$ cat src/rtl/lsu_port.sv
// RV32I load/store unit port: one access in flight, byte/half stores done as read-merge-write.
// Optional macro LSU_MISALIGN_TRAP_EN turns misaligned half/word accesses into faults.
module lsu_port #(
   parameter int unsigned MEM_BYTES = 65536
) (
   input  logic        m_clock,
   input  logic        p_reset,
   input  logic        req,
   input  logic        we,
   input  logic [2:0]  funct3,
   input  logic [31:0] addr,
   input  logic [31:0] wdata,
   output logic        ack,
   output logic [31:0] rdata,
   output logic        fault,
   output logic        busy,
   output logic [31:0] mem_addr,
   output logic [31:0] mem_wdata,
   output logic        mem_we,
   input  logic [31:0] mem_rdata
);

   typedef enum logic [1:0] {IDLE, ACCESS, MERGE, DONE} state_t;

   state_t      state_reg, state_next;
   logic        we_reg;
   logic [2:0]  funct3_reg;
   logic [31:0] addr_reg, wdata_reg, captured_reg, rdata_reg;
   logic        fault_reg;

   logic [32:0] size_ext;
   logic        funct3_bad, range_bad, misalign_bad, access_fault;
   logic        is_word_store, mem_we_raw;

   always_comb begin
      case (funct3_reg[1:0])
         2'd0:    size_ext = 33'd1;
         2'd1:    size_ext = 33'd2;
         default: size_ext = 33'd4;
      endcase
   end

   // Stores have no unsigned forms, so funct3 4/5 are illegal for them.
   assign funct3_bad = (funct3_reg[1:0] == 2'd3) || (funct3_reg[2] && funct3_reg[1])
                       || (we_reg && funct3_reg[2]);
   // 33-bit sum so addresses near 2^32 cannot wrap past the bound.
   assign range_bad  = ({1'b0, addr_reg} + size_ext) > 33'(MEM_BYTES);
`ifdef LSU_MISALIGN_TRAP_EN
   assign misalign_bad = (funct3_reg[1:0] == 2'd1 && addr_reg[0])
                         || (funct3_reg[1:0] == 2'd2 && addr_reg[1:0] != 2'd0);
`else
   assign misalign_bad = 1'b0;
`endif
   assign access_fault  = funct3_bad || range_bad || misalign_bad;
   assign is_word_store = we_reg && (funct3_reg[1:0] == 2'd2);

   function automatic logic [31:0] extend_load(input logic [2:0] f3, input logic [31:0] raw);
      case (f3)
         3'd0:    extend_load = {{24{raw[7]}}, raw[7:0]};
         3'd1:    extend_load = {{16{raw[15]}}, raw[15:0]};
         3'd4:    extend_load = {24'd0, raw[7:0]};
         3'd5:    extend_load = {16'd0, raw[15:0]};
         default: extend_load = raw;
      endcase
   endfunction

   always_ff @(posedge m_clock) begin
      if (p_reset) state_reg <= IDLE;
      else         state_reg <= state_next;
   end

   always_comb begin
      state_next = state_reg;
      case (state_reg)
         IDLE:    if (req) state_next = ACCESS;
         ACCESS:  state_next = (access_fault || !we_reg || is_word_store) ? DONE : MERGE;
         MERGE:   state_next = DONE;
         default: state_next = IDLE;
      endcase
   end

   always_ff @(posedge m_clock) begin
      if (p_reset) begin
         we_reg       <= 1'b0;
         funct3_reg   <= 3'd0;
         addr_reg     <= 32'd0;
         wdata_reg    <= 32'd0;
         captured_reg <= 32'd0;
         rdata_reg    <= 32'd0;
         fault_reg    <= 1'b0;
      end else begin
         case (state_reg)
            IDLE: if (req) begin
               we_reg       <= we;
               funct3_reg   <= funct3;
               addr_reg     <= addr;
               wdata_reg    <= wdata;
               captured_reg <= 32'd0;
               rdata_reg    <= 32'd0;
               fault_reg    <= 1'b0;
            end
            ACCESS: begin
               fault_reg <= access_fault;
               if (!access_fault) begin
                  if (!we_reg) rdata_reg    <= extend_load(funct3_reg, mem_rdata);
                  else         captured_reg <= mem_rdata;
               end
            end
            default: ;
         endcase
      end
   end

   always_comb begin
      busy       = (state_reg != IDLE);
      ack        = (state_reg == DONE);
      rdata      = (state_reg == DONE) ? rdata_reg : 32'd0;
      fault      = (state_reg == DONE) && fault_reg;
      mem_addr   = busy ? addr_reg : 32'd0;
      mem_wdata  = 32'd0;
      mem_we_raw = 1'b0;
      case (state_reg)
         ACCESS: if (is_word_store && !access_fault) begin
            mem_we_raw = 1'b1;
            mem_wdata  = wdata_reg;
         end
         MERGE: begin
            mem_we_raw = 1'b1;
            mem_wdata  = funct3_reg[0] ? {captured_reg[31:16], wdata_reg[15:0]}
                                       : {captured_reg[31:8],  wdata_reg[7:0]};
         end
         default: ;
      endcase
   end

   // Reset must block the write on the very edge it is sampled.
   assign mem_we = mem_we_raw && !p_reset;

endmodule

$ cat config.mk
export PLATFORM = sky130hd
export DESIGN_NAME = lsu_port
export DESIGN_NICKNAME = d
export VERILOG_FILES = /design/src/rtl/lsu_port.sv
export SDC_FILE = /design/constraint.sdc
export NUM_CORES = 1
export LEC_CHECK = 0
export BUFFER_PORTS_ARGS = -buffer_cell sky130_fd_sc_hd__clkbuf_2
export CAP_MARGIN = 0
export CORE_ASPECT_RATIO = 1.5
export CORE_UTILIZATION = 39
export CTS_CLUSTER_SIZE = 25
export DETAILED_ROUTE_END_ITERATION = 12
export HOLD_SLACK_MARGIN = 0.15
export SLEW_MARGIN = 20
export SYNTH_ARGS = -nofsm -noshare
export SYNTH_HDL_FRONTEND = slang
export SYNTH_SLANG_ARGS = --single-unit
$ cat constraint.sdc
create_clock -name m_clock -period 5.9 [get_ports m_clock]
set_input_delay 0.59 -clock m_clock [delete_from_list [all_inputs] [get_ports m_clock]]
set_output_delay 0.59 -clock m_clock [all_outputs]
set_load 0.05 [all_outputs]
# Word level (Yosys, flattened, before mapping)
# Cells that the tools add are included.
# totals
wordCells	67
in_bits	103
out_inout_bits	100
reg_bits	135
# op_classes
eq_ne	13
n_mux	21
n_reduce_logical	23
n_addsub	1
magnitude_cmp	1
# op_table
cell	count
32-bit two-way mux	8
32-bit one-hot mux with 2 select lines	3
32-bit one-hot mux with 4 select lines	1
32-bit by 33-bit adder with 33-bit output	1
33-bit by 17-bit greater-than comparator with 1-bit output, second input constant	1
16-bit two-way mux	1
2-bit == test, second input constant	4
2-bit != test, second input constant	4
4-bit AND reduction	2
3-bit == test, second input constant	2
1-bit logical AND	6
2-bit one-hot mux with 3 select lines	1
3-bit one-hot mux with 2 select lines	1
1-bit logical OR	5
2-bit by 1-bit == test with 1-bit output, second input constant	2
2-bit zero test	2
1-bit one-hot mux with 2 select lines	2
2-bit AND reduction	2
2-bit nonzero test	2
3-bit by 1-bit == test with 1-bit output, second input constant	1
1-bit zero test	3
3-bit zero test	1
1-bit two-way mux	3
2-bit two-way mux	1

# Depth between registers and ports, before layout
# Gate-level depths: netlist of the first run.
# depth
word_depth	10
depth_mapped	15
mapped_depth_nobuf	11

# Worst setup path before layout of the first run
# OpenSTA, ideal clock, no wires.
# synth_timing
path_kind	reg-to-output
startpoint	register funct3_reg[0]
endpoint	output mem_wdata[10]
t_required_ns	5.310
path_stages_with_launch	14
slack_ns	0.914
t_arrival_ns	4.396
n_path_buf	4
cell_sequence	dfxtp_1 > clkbuf_1 > clkbuf_1 > nor2b_1 > fa_1 > a21oi_1 > or4_1 > buf_2 > or4_4 > a22oi_2 > nand4_2 > or4_1 > clkbuf_1 > a21oi_1
# synth_via
elab_chain_len	9
word_cells_on_any_way	16
cone_classes	add/sub: 1; order compare: 1; eq/ne: 3; mux: 4; reduce/logical: 7
# synth_lines
item	line	rtl
from (decl)	27	logic [2:0] funct3_reg;
from (signal assigned)	95	funct3_reg <= funct3;
2-bit by 1-bit == test with 1-bit output / 2-bit zero test (equally long branches)	36	case (funct3_reg[1:0])
3-bit one-hot mux with 2 select lines	36	
32-bit by 33-bit adder with 33-bit output	47	assign range_bad = ({1'b0, addr_reg} + size_ext) > 33'(MEM_BYTES);
33-bit by 17-bit greater-than comparator with 1-bit output	47	
1-bit logical OR	54	assign access_fault = funct3_bad || range_bad || misalign_bad;
1-bit zero test	123	ACCESS: if (is_word_store && !access_fault) begin
1-bit logical AND	123	
32-bit two-way mux	123	
32-bit one-hot mux with 2 select lines (*)	122	case (state_reg)
to (decl)	18	output logic [31:0] mem_wdata,
# Every way passes the cells marked *; elsewhere a longest branch is shown, timed or not.

# Worst setup path in the final report of the first run
# layout_timing
startpoint	register funct3_reg[1]
endpoint	output mem_wdata[31]
# layout_via
elab_chain_len	9
word_cells_on_any_way	16
cone_classes	add/sub: 1; order compare: 1; eq/ne: 3; mux: 3; reduce/logical: 8
# layout_lines
item	line
2-bit by 1-bit == test with 1-bit output / 2-bit zero test (equally long branches)	36
3-bit one-hot mux with 2 select lines	36
32-bit by 33-bit adder with 33-bit output	47
33-bit by 17-bit greater-than comparator with 1-bit output	47
1-bit logical OR	54
1-bit zero test	123
1-bit logical AND (*)	123
32-bit two-way mux (*)	123
32-bit one-hot mux with 2 select lines (*)	122
# Marks and branches as above.

==> results of run 1 <==
[final cells by class]
type,count,area (µm²)
timing repair buffer,211,1080
multi-input combinational,568,3400
sequential,127,2540
clock inverter,14,150
tap,203,254
fill,1575,7740
clock buffer,18,429
inverter,9,33.8
[worst max-delay path: cells and delay by family, from the launching register on]
| family | cells | cell delay (ns) |
|---|---|---|
| buffers and inverters | 3 | 0.81 |
| DFF | 1 | 0.43 |
| and+or+nand+nor | 6 | 2.11 |
| adders and majority gates | 1 | 0.29 |
| AOI/OAI and AO/OA | 3 | 0.50 |
[cell usage after synthesis (5+ instances only)]
cell / instances
xnor2_1: 9
and4_1: 5
buf_1: 5
o31ai_1: 8
nor2b_1: 47
a22o_1: 56
clkbuf_1: 48
ha_1: 8
o21a_1: 8
and2_1: 37
nand4_1: 5
dfxtp_1: 127
a21o_1: 9
nand3_1: 13
a21oi_1: 86
nor3_1: 7
o21ai_0: 22
nor4_1: 6
inv_1: 9
o2bb2ai_1: 16
or4_1: 7
nor2_1: 19
nand2_1: 164
buf_2: 10
[per-stage QoR]
| stage | util, % | area [µm²] | worst slack (ns) | power (mW) | cells |
|---|---|---|---|---|---|
| floorplan | - | 6220 | 0.914 | 1.81 | 768 |
| global placement | 46.7 | 7300 | 1.27 | 2.09 | 1118 |
| detailed placement | 46.7 | 7300 | 1.16 | 2.09 | 1118 |
| CTS | 50.4 | 7880 | 0.721 | 3.12 | 1150 |
| global route | 50.5 | 7890 | 0.440 | 3.27 | 1150 |
| finish | 50.5 | 7890 | 0.751 | 3.09 | 1150 |
[layout by cell type (no fill, tap or decap), types with 3 or more instances in the layout]
master / Yosys / routed
clkbuf_2: 0 / 202
buf_4: 0 / 9
a22o_1: 56 / 56
nor4_1: 6 / 6
a21oi_1: 86 / 84
inv_6: 0 / 6
o21a_1: 8 / 8
ha_1: 8 / 7
nor2_1: 19 / 19
clkinvlp_4: 0 / 3
or4_1: 7 / 7
nor2b_1: 47 / 47
mux2i_1: 3 / 3
inv_1: 9 / 9
nand2_1: 164 / 163
clkbuf_16: 0 / 17
o2bb2ai_1: 16 / 16
nor3_1: 7 / 7
o21ai_0: 22 / 22
dfxtp_1: 127 / 127
nand3_1: 13 / 13
and4_1: 5 / 5
a21o_1: 9 / 9
and2_1: 37 / 36
xnor2_1: 9 / 9
o31ai_1: 8 / 8
nand4_1: 5 / 5
nand4_2: 3 / 3
[logic make-up (layout without fill, tap and decap cells)]
group | count (synthesis) | count (layout) | synth area share, %
adders and majority gates | 9 | 9 | 1.93
and+or+nand+nor | 323 | 323 | 26.2
xor gates and xnor gates | 10 | 10 | 1.41
muxes | 3 | 3 | 0.483
AOI/OAI and AO/OA | 223 | 223 | 24.4
buffers and inverters | 73 | 252 | 4.73
DFF | 127 | 127 | 40.9
[routing by layer]
metal | part of all wire [%] | vias up | track usage (%)
met4 | 2.7 | 0 | 9.86
met2 | 53 | 170 | 40.7
met1 | 41 | 2774 | 25.5
met5 | 0 | - | 0
met3 | 3.9 | 28 | 4.41
li1 | - | 3015 | -
[worst paths after layout]
check,startpoint,to,slack (ns),depth (start not counted)
max,funct3_reg[1],mem_wdata[31],0.75,13
min,mem_rdata[6],rdata_reg[6],0.39,2
max reg2reg,funct3_reg[1],rdata_reg[9],1.53,11
min reg2reg,wdata_reg[0],wdata_reg[0],0.45,2
[where the power goes]
| part | internal (mW) | leakage, nW | total (mW) | switching, mW |
|---|---|---|---|---|
| Clock | 0.595 | 0.274 | 1.02 | 0.426 |
| Combinational | 0.287 | 2.08 | 0.987 | 0.699 |
| Sequential | 0.964 | 1.03 | 1.08 | 0.115 |
==> flow_summary.yaml, run 1 <==
pwr:
  power.leakage_nw: 3.39
  ir_worst_vdd_uv: 242
  p_per_area_nw_per_um2: 392
sta:
  slew_headroom_pct: 32.6
  fin_crit_ns: 5.15
  fin_crit_sh_pct: 87.3
  max_clock_freq_mhz: 194
  worst_hold_slack_ns: 0.393
  worst_clock_skew_ns: 0.0117
  slew_violations: 0
  setup_tns_ns: 0
  tightest_slew_ns: 1.01
  setup_viol: 0
  finalHoldViolCount: 0
  rsz0062_at_grt: "false"
layout:
  layout-area-overhead-vs-synth_pct: 26.8
  layout-drive-gt1-share_pct: 27.1
  final_nets: 1046
  antennaDiodeCount: 0
clock_tree:
  htreeDepth: 4
  cts_setup_buffers: 0
  cts_tree: "built"
  clk_pin_slew_ns: 0.06
  cts_hold_buffers: 0
  clockRootBuffer: "clkbuf_16"
  post_cts_resized: 0
  cts_inserted_buffers: 17
  clk_latency_ns: 0.41
  cts_sinks: 127
  cts_buffer_depth: 2
setup_path:
  path_max_fanout: 25
  crit_required_ns: 5.31
  path_cells: "buf_4 > nor2b_1 > fa_1 > a21oi_1 > or4_1 > or4_4 > a22oi_2 > nand4_2 > nor4_1 > and4_1 > buf_4 > a22o_1 > clkbuf_2"
  cp_slowest_cell: "or4_1"
  slowest_delay_ns: 0.66
  worstSetupPathType: "reg2out"
  cp-start-kind: "flop"
  worst_path_most_repeated_cell: "buf_4"
  worstPathArrival_ns: 4.56
  end_kind: "output port"
synth:
  ys_ff_latch: 127
  seq_area_frac_synth_pct: 40.9
  syn_nets: 880
  yosys-top-cells-area: "dfxtp_1 41%, nand2_1 9.9%, a22o_1 7.9%"
  syn-cell-area_um2: 6220
  yosysTopAreaCell: "dfxtp_1"
  synth_ff_type: "dfxtp_1"
  synthCells: 768
  synth_edf_count: 0
  syn_avg_cell_area_um2: 8.10
  async_flop_share_pct: 0
  synth-warning-count: 0
  ys_types: 54
  yosys.area.top_type_share_pct: 40.9
place:
  dpl.hpwl_mm: 13.1
  place_congestion: 0.858
  port_buffers: 202
job:
  maxCapViolCount: 0
die:
  ios: 203
  die_w_um: 105
  dieArea_um2: 16500
  start_util_pct: 39.8
  coreArea_um2: 15600
  rows: 56
  die_h_um: 157
drt:
  dr.pass1.iters: 5
  via_count: 5987
  drt_wl_total_mm: 18.5
  drt_iter0_markers: 378
  routed_via_density: 5.21
  drc: 0
  routedWlPerCell_um: 16.0
  antenna_left: 0
outcome:
  outcome: "finished, final reports clean"
global_routing:
  antenna_found_initial: 0
  overflow: 0
  track_usage_pct: 22.5
  grt_pass1_vias: 5597
  grt_pass1_wl_mm: 29.0
  grt_start_max_net_pins: 70
hold_path:
  worstHoldPathType: "in2reg"
Note: power is estimated with default switching activity, not from simulation.
==> run 2, diff against run 1 <==
--- a/config.mk
+++ b/config.mk
@@ -8,10 +8,11 @@
 export BUFFER_PORTS_ARGS = -buffer_cell sky130_fd_sc_hd__clkbuf_2
 export CAP_MARGIN = 0
 export CORE_ASPECT_RATIO = 1.5
-export CORE_UTILIZATION = 39
+export CORE_UTILIZATION = 51
 export CTS_CLUSTER_SIZE = 25
 export DETAILED_ROUTE_END_ITERATION = 12
 export HOLD_SLACK_MARGIN = 0.15
+export PLACE_DENSITY = 0.8
 export SLEW_MARGIN = 20
 export SYNTH_ARGS = -nofsm -noshare
 export SYNTH_HDL_FRONTEND = slang
==> run 2 against run 1 <==
Sequential cell count did not move. Die area fell by 23%. Cell count fell by 4.5%. Utilization rose by 15 points. Setup slack got worse by 0.36 ns. Maximum frequency fell by 6.5%. Critical path type unchanged.
==> flow_summary.yaml, run 2 (synthesized netlist as in run 1, its figures left out) <==
layout:
  seq_area_um2: 2540
  antennaDiodeCount: 0
  layout-drive-gt1-share_pct: 27.2
  multi_input_area_um2: 3400
  layout-area-overhead-vs-synth_pct: 25.0
  final_nets: 1044
  final_common_cell: "clkbuf_2"
  n_fill_cell: 1114
  final_area_um2: 7770
  mostFrequentLayoutCells: "202 x clkbuf_2, 163 x nand2_1, 126 x dfxtp_1"
sta:
  max_clock_freq_mhz: 182
  slew_headroom_pct: 32.7
  setup_tns_ns: 0
  tightest_slew_ns: 1.01
  rsz0062_at_grt: "false"
  finalHoldViolCount: 0
  slew_violations: 0
  worst_clock_skew_ns: 0.00793
  fin_crit_ns: 5.51
  fin_ws_ns: 0.395
  setup_viol: 0
  fin_crit_sh_pct: 93.3
pwr:
  ir_worst_vdd_uv: 264
  power.leakage_nw: 3.37
  p_per_area_nw_per_um2: 386
die:
  start_util_pct: 52.0
  ios: 203
  die_w_um: 92.2
  coreArea_um2: 12000
  die_h_um: 137
  dieArea_um2: 12700
  rows: 49
clock_tree:
  cts_sinks: 127
  clockRootBuffer: "clkbuf_16"
  cts_inserted_buffers: 17
  cts_tree: "built"
  clk_latency_ns: 0.41
  htreeDepth: 4
  cts_buffer_depth: 2
  clk_pin_slew_ns: 0.06
place:
  port_buffers: 202
  dpl.hpwl_mm: 12.4
  place_ws_ns: 0.663
  dpl_cell_area_um2: 7230
  place_congestion: 0.864
job:
  maxCapViolCount: 0
drt:
  drc: 0
  drt_iter0_markers: 304
  dr.pass1.iters: 5
  antenna_left: 0
  via_count: 6073
  routed_via_density: 5.53
  routedWlPerCell_um: 15.8
  drt_wl_total_mm: 17.3
global_routing:
  grt_pass1_vias: 5560
  antenna_found_initial: 0
  grt_start_max_net_pins: 70
  grt_pass1_wl_mm: 27.5
  overflow: 0
  track_usage_pct: 27.5
setup_path:
  path_max_fanout: 18
  worstSetupPathType: "reg2out"
  worstPathArrival_ns: 4.92
  crit_required_ns: 5.31
  end_kind: "output port"
  cp-start-kind: "flop"
outcome:
  outcome: "finished, final reports clean"
hold_path:
  worstHoldPathType: "in2reg"
run 2: worst paths after layout:
| kind | from | to | slack (ns) | depth (start not counted) |
|---|---|---|---|---|
| max reg2reg | funct3_reg[1] | captured_reg[15] | 1.40 | 11 |
| max | funct3_reg[1] | mem_wdata[30] | 0.39 | 13 |
| min | mem_rdata[6] | rdata_reg[6] | 0.39 | 2 |
| min reg2reg | wdata_reg[20] | wdata_reg[20] | 0.45 | 2 |
run 2: area by class of cell:
type / count / share of cell area [%]
repair buffers: 209 / 13.7
clock inverters: 15 / 1.46
multi-input cells: 568 / 43.8
inverters: 9 / 0.435
flip-flops and latches: 127 / 32.7
clock buffers: 17 / 5.47
well taps: 153 / 2.46
run 2: repair_timing:
| action | 4_1_cts | 5_1_grt |
|---|---|---|
| setup endpoints to repair | 0 | 22 |
| hold buffers | 0 | 0 |
| gates resized for setup | 0 | 2 |
| setup buffers | 0 | 0 |
run 2: critical path, stage by stage, from the launching register on:
cell      delay, ns
dfxtp_1        0.48
buf_4          0.28
nor2b_1        0.23
fa_1           0.30
a21oi_1        0.12
or4_1          0.66
or4_4          0.58
a22oi_2        0.20
nand4_2        0.16
nor4_1         0.31
and4_2         0.50
buf_4          0.26
a22o_1         0.14
clkbuf_2       0.27
run 2: per-layer routing:
layer / global-route usage (%) / vias up / part of all wire, %
li1: - / 3018 / -
met2: 50.9 / 202 / 54
met4: 12.3 / 0 / 2.9
met1: 30.2 / 2815 / 39
met5: 0 / - / 0
met3: 5.52 / 38 / 4.3
run 2: through the flow:
| stage | utilization (%) | cells | hold slack [ns] | total power [mW] |
|---|---|---|---|---|
| 2_1_floorplan | - | 768 | 0.424 | 1.81 |
| 3_3_place_gp | 60.4 | 1066 | 0.437 | 2.05 |
| 3_5_place_dp | 60.5 | 1066 | 0.439 | 2.07 |
| 4_1_cts | 65.0 | 1098 | 0.378 | 3.01 |
| 5_1_grt | 65.0 | 1098 | 0.382 | 3.17 |
| 6_report | 65.0 | 1098 | 0.391 | 3.00 |
run 2: power by group:
| group | internal, mW | total, mW | switching [mW] |
|---|---|---|---|
| clock network | 0.541 | 0.940 | 0.399 |
| logic | 0.284 | 0.972 | 0.688 |
| registers | 0.965 | 1.09 | 0.122 |
| total | 1.79 | 3.00 | 1.21 |
==> run 3, diff against run 2 <==
--- a/config.mk
+++ b/config.mk
@@ -8,11 +8,12 @@
 export BUFFER_PORTS_ARGS = -buffer_cell sky130_fd_sc_hd__clkbuf_2
 export CAP_MARGIN = 0
 export CORE_ASPECT_RATIO = 1.5
-export CORE_UTILIZATION = 51
+export CORE_UTILIZATION = 55
 export CTS_CLUSTER_SIZE = 25
 export DETAILED_ROUTE_END_ITERATION = 12
 export HOLD_SLACK_MARGIN = 0.15
-export PLACE_DENSITY = 0.8
+export PLACE_DENSITY = 0.86
+export SETUP_SLACK_MARGIN = 0.15
 export SLEW_MARGIN = 20
 export SYNTH_ARGS = -nofsm -noshare
 export SYNTH_HDL_FRONTEND = slang
==> constraint.sdc (replaced) <==
create_clock -name m_clock -period 6.4 [get_ports m_clock]
set_input_delay 0.64 -clock m_clock [delete_from_list [all_inputs] [get_ports m_clock]]
set_output_delay 0.64 -clock m_clock [all_outputs]
set_load 0.05 [all_outputs]
==> run 3 against run 2 <==
Register-to-register slack improved by 0.42 ns. Utilization rose by 6.7 points. Cell count fell by 0.55%. Clock power rose by 14%. Non-clock buffer count fell by 1. Critical path type unchanged. Critical endpoint unchanged. Highest routed layer unchanged.
==> flow_summary.yaml, run 3 (synthesized netlist as in run 1, its figures left out) <==
outcome:
  outcome: "finished, final reports clean"
setup_path:
  worstSetupPathType: "reg2out"
  end_kind: "output port"
  slowest_delay_ns: 0.89
  worst-r2r-cell-count: 10
  startpoint: "funct3_reg[0]"
  rr_startpoint: "funct3_reg[0]"
  crit_required_ns: 5.76
  cp-start-kind: "flop"
  path_cells: "nor2b_1 > fa_1 > a21oi_1 > or4_1 > or4_4 > a22oi_2 > nand4_2 > nor4_1 > and4_1 > a22o_1 > clkbuf_2"
  timing.rr.end: "rdata_reg[4]"
  cp_slowest_cell: "and4_1"
  cp_num_cells: 11
  r2r_slack_ns: 1.82
  path_buf_inv: 1
  worstPathArrival_ns: 5.17
  endpoint: "mem_wdata[30]"
  crit_family: "simple AND/OR/NAND/NOR gates"
  path_max_fanout: 25
sta:
  fin_crit_ns: 5.81
  setup_tns_ns: 0
  slew_violations: 0
  worst_hold_slack_ns: 0.443
  max_clock_freq_mhz: 172
  rsz0062_at_grt: "false"
  slew_headroom_pct: 32.9
  setup_viol: 0
  finalHoldViolCount: 0
  tightest_slew_ns: 1.01
  worst_clock_skew_ns: 0.00755
  fin_crit_sh_pct: 90.8
place:
  port_buffers: 202
  dpl.hpwl_mm: 12.1
  place_congestion: 0.893
  dpl_cell_area_um2: 7210
pwr:
  power.leakage_nw: 3.41
  power.switching_mw: 1.11
  internal_power_mw: 1.87
  pwr-share-clk_pct: 36.1
  p_per_area_nw_per_um2: 377
  p_comb_share_pct: 30.3
  seq_power_share_pct: 33.6
  power_mw: 2.97
  switching_share_pct: 37.2
  ir_worst_vdd_uv: 260
drt:
  via_count: 6154
  routedWlPerCell_um: 16.2
  drt_wl_total_mm: 17.7
  dr.pass1.iters: 5
  routed_via_density: 5.64
  drc: 0
  drt_iter0_markers: 282
  antenna_left: 0
clock_tree:
  htreeDepth: 4
  cts_inserted_buffers: 17
  post_cts_resized: 0
  cts_sinks: 127
  clk_latency_ns: 0.41
  cts_setup_buffers: 0
  cts_hold_buffers: 0
  clk_pin_slew_ns: 0.06
  cts_buffer_depth: 2
  clockRootBuffer: "clkbuf_16"
  cts_tree: "built"
global_routing:
  grt_pass1_vias: 5786
  grt_pass1_wl_mm: 27.8
  antenna_found_initial: 0
  grt_start_max_net_pins: 70
  track_usage_pct: 30.5
  overflow: 0
layout:
  final_area_um2: 7890
  layout-area-overhead-vs-synth_pct: 26.8
  layout-drive-gt1-share_pct: 26.8
  final_common_cell: "clkbuf_2"
  final_nets: 1043
  mostFrequentLayoutCells: "202 x clkbuf_2, 163 x nand2_1, 127 x dfxtp_1"
die:
  rows: 47
  ios: 203
  coreArea_um2: 11000
  start_util_pct: 56.6
  die_h_um: 132
  dieArea_um2: 11700
  die_w_um: 88.8
hold_path:
  worstHoldPathType: "in2reg"
  hold_start: "mem_rdata[6]"
job:
  maxCapViolCount: 0
==> run 3: cell count changes in the layout (fill, tap and decap cells not counted) <==
cell / delta
buf_4: -1
clkbuf_1: +1
diode_2: +1
dfxtp_2: -1
inv_8: -1
dfxtp_1: +1
bufinv_16: +5
and4_2: -1
clkinvlp_4: -1
clkbuf_8: +2
clkinv_2: -4
and4_1: +1
inv_6: -2
==> run 3: how the worst min path moves through the flow <==
stage	endpoint	slack, ns	cells past startpoint
after CTS	rdata_reg[6]	0.43	2
after global placement	rdata_reg[18]	0.44	1
after detailed placement	rdata_reg[19]	0.44	1
after global routing	rdata_reg[0]	0.44	2
final	rdata_reg[6]	0.44	2
after floorplan	rdata_reg[16]	0.42	1
==> run 3: power groups by stage <==
stage	Clock [mW]	Sequential (mW)	Combinational, mW
floorplan	0	0.969	0.697
global placement	0	1.01	0.873
detailed placement	0	1.01	0.889
CTS	1.08	0.997	0.891
global route	1.11	1.01	0.983
finish	1.07	1.00	0.900
==> run 3: layout make-up <==
type                            instances  area, µm²
Antenna cell                            1       2.50
Clock buffer                           20        457
Clock inverter                         12        208
Fill cell                             862       3110
Inverter                                9       33.8
Multi-Input combinational cell        568       3400
Sequential cell                       127       2540
Tap cell                              147        184
Timing Repair Buffer                  208       1060
==> run 3: per-stage QoR <==
stage | util, % | instances | worst slack (ns)
floorplan | - | 768 | 1.36
global placement | 65.6 | 1059 | 1.26
detailed placement | 65.6 | 1059 | 1.11
CTS | 71.6 | 1091 | 0.661
global route | 71.7 | 1091 | 0.196
finish | 71.7 | 1092 | 0.590
==> run 3: layer usage <==
| layer | wire, µm | share of wire (%) | vias up | track usage (%) |
|---|---|---|---|---|
| li1 | - | - | 3017 | - |
| met1 | 6750 | 38 | 2858 | 32.8 |
| met2 | 9200 | 52 | 235 | 54.1 |
| met3 | 1140 | 6.4 | 44 | 7.95 |
| met4 | 578 | 3.3 | 0 | 14.2 |
| met5 | 0 | 0 | - | 0 |
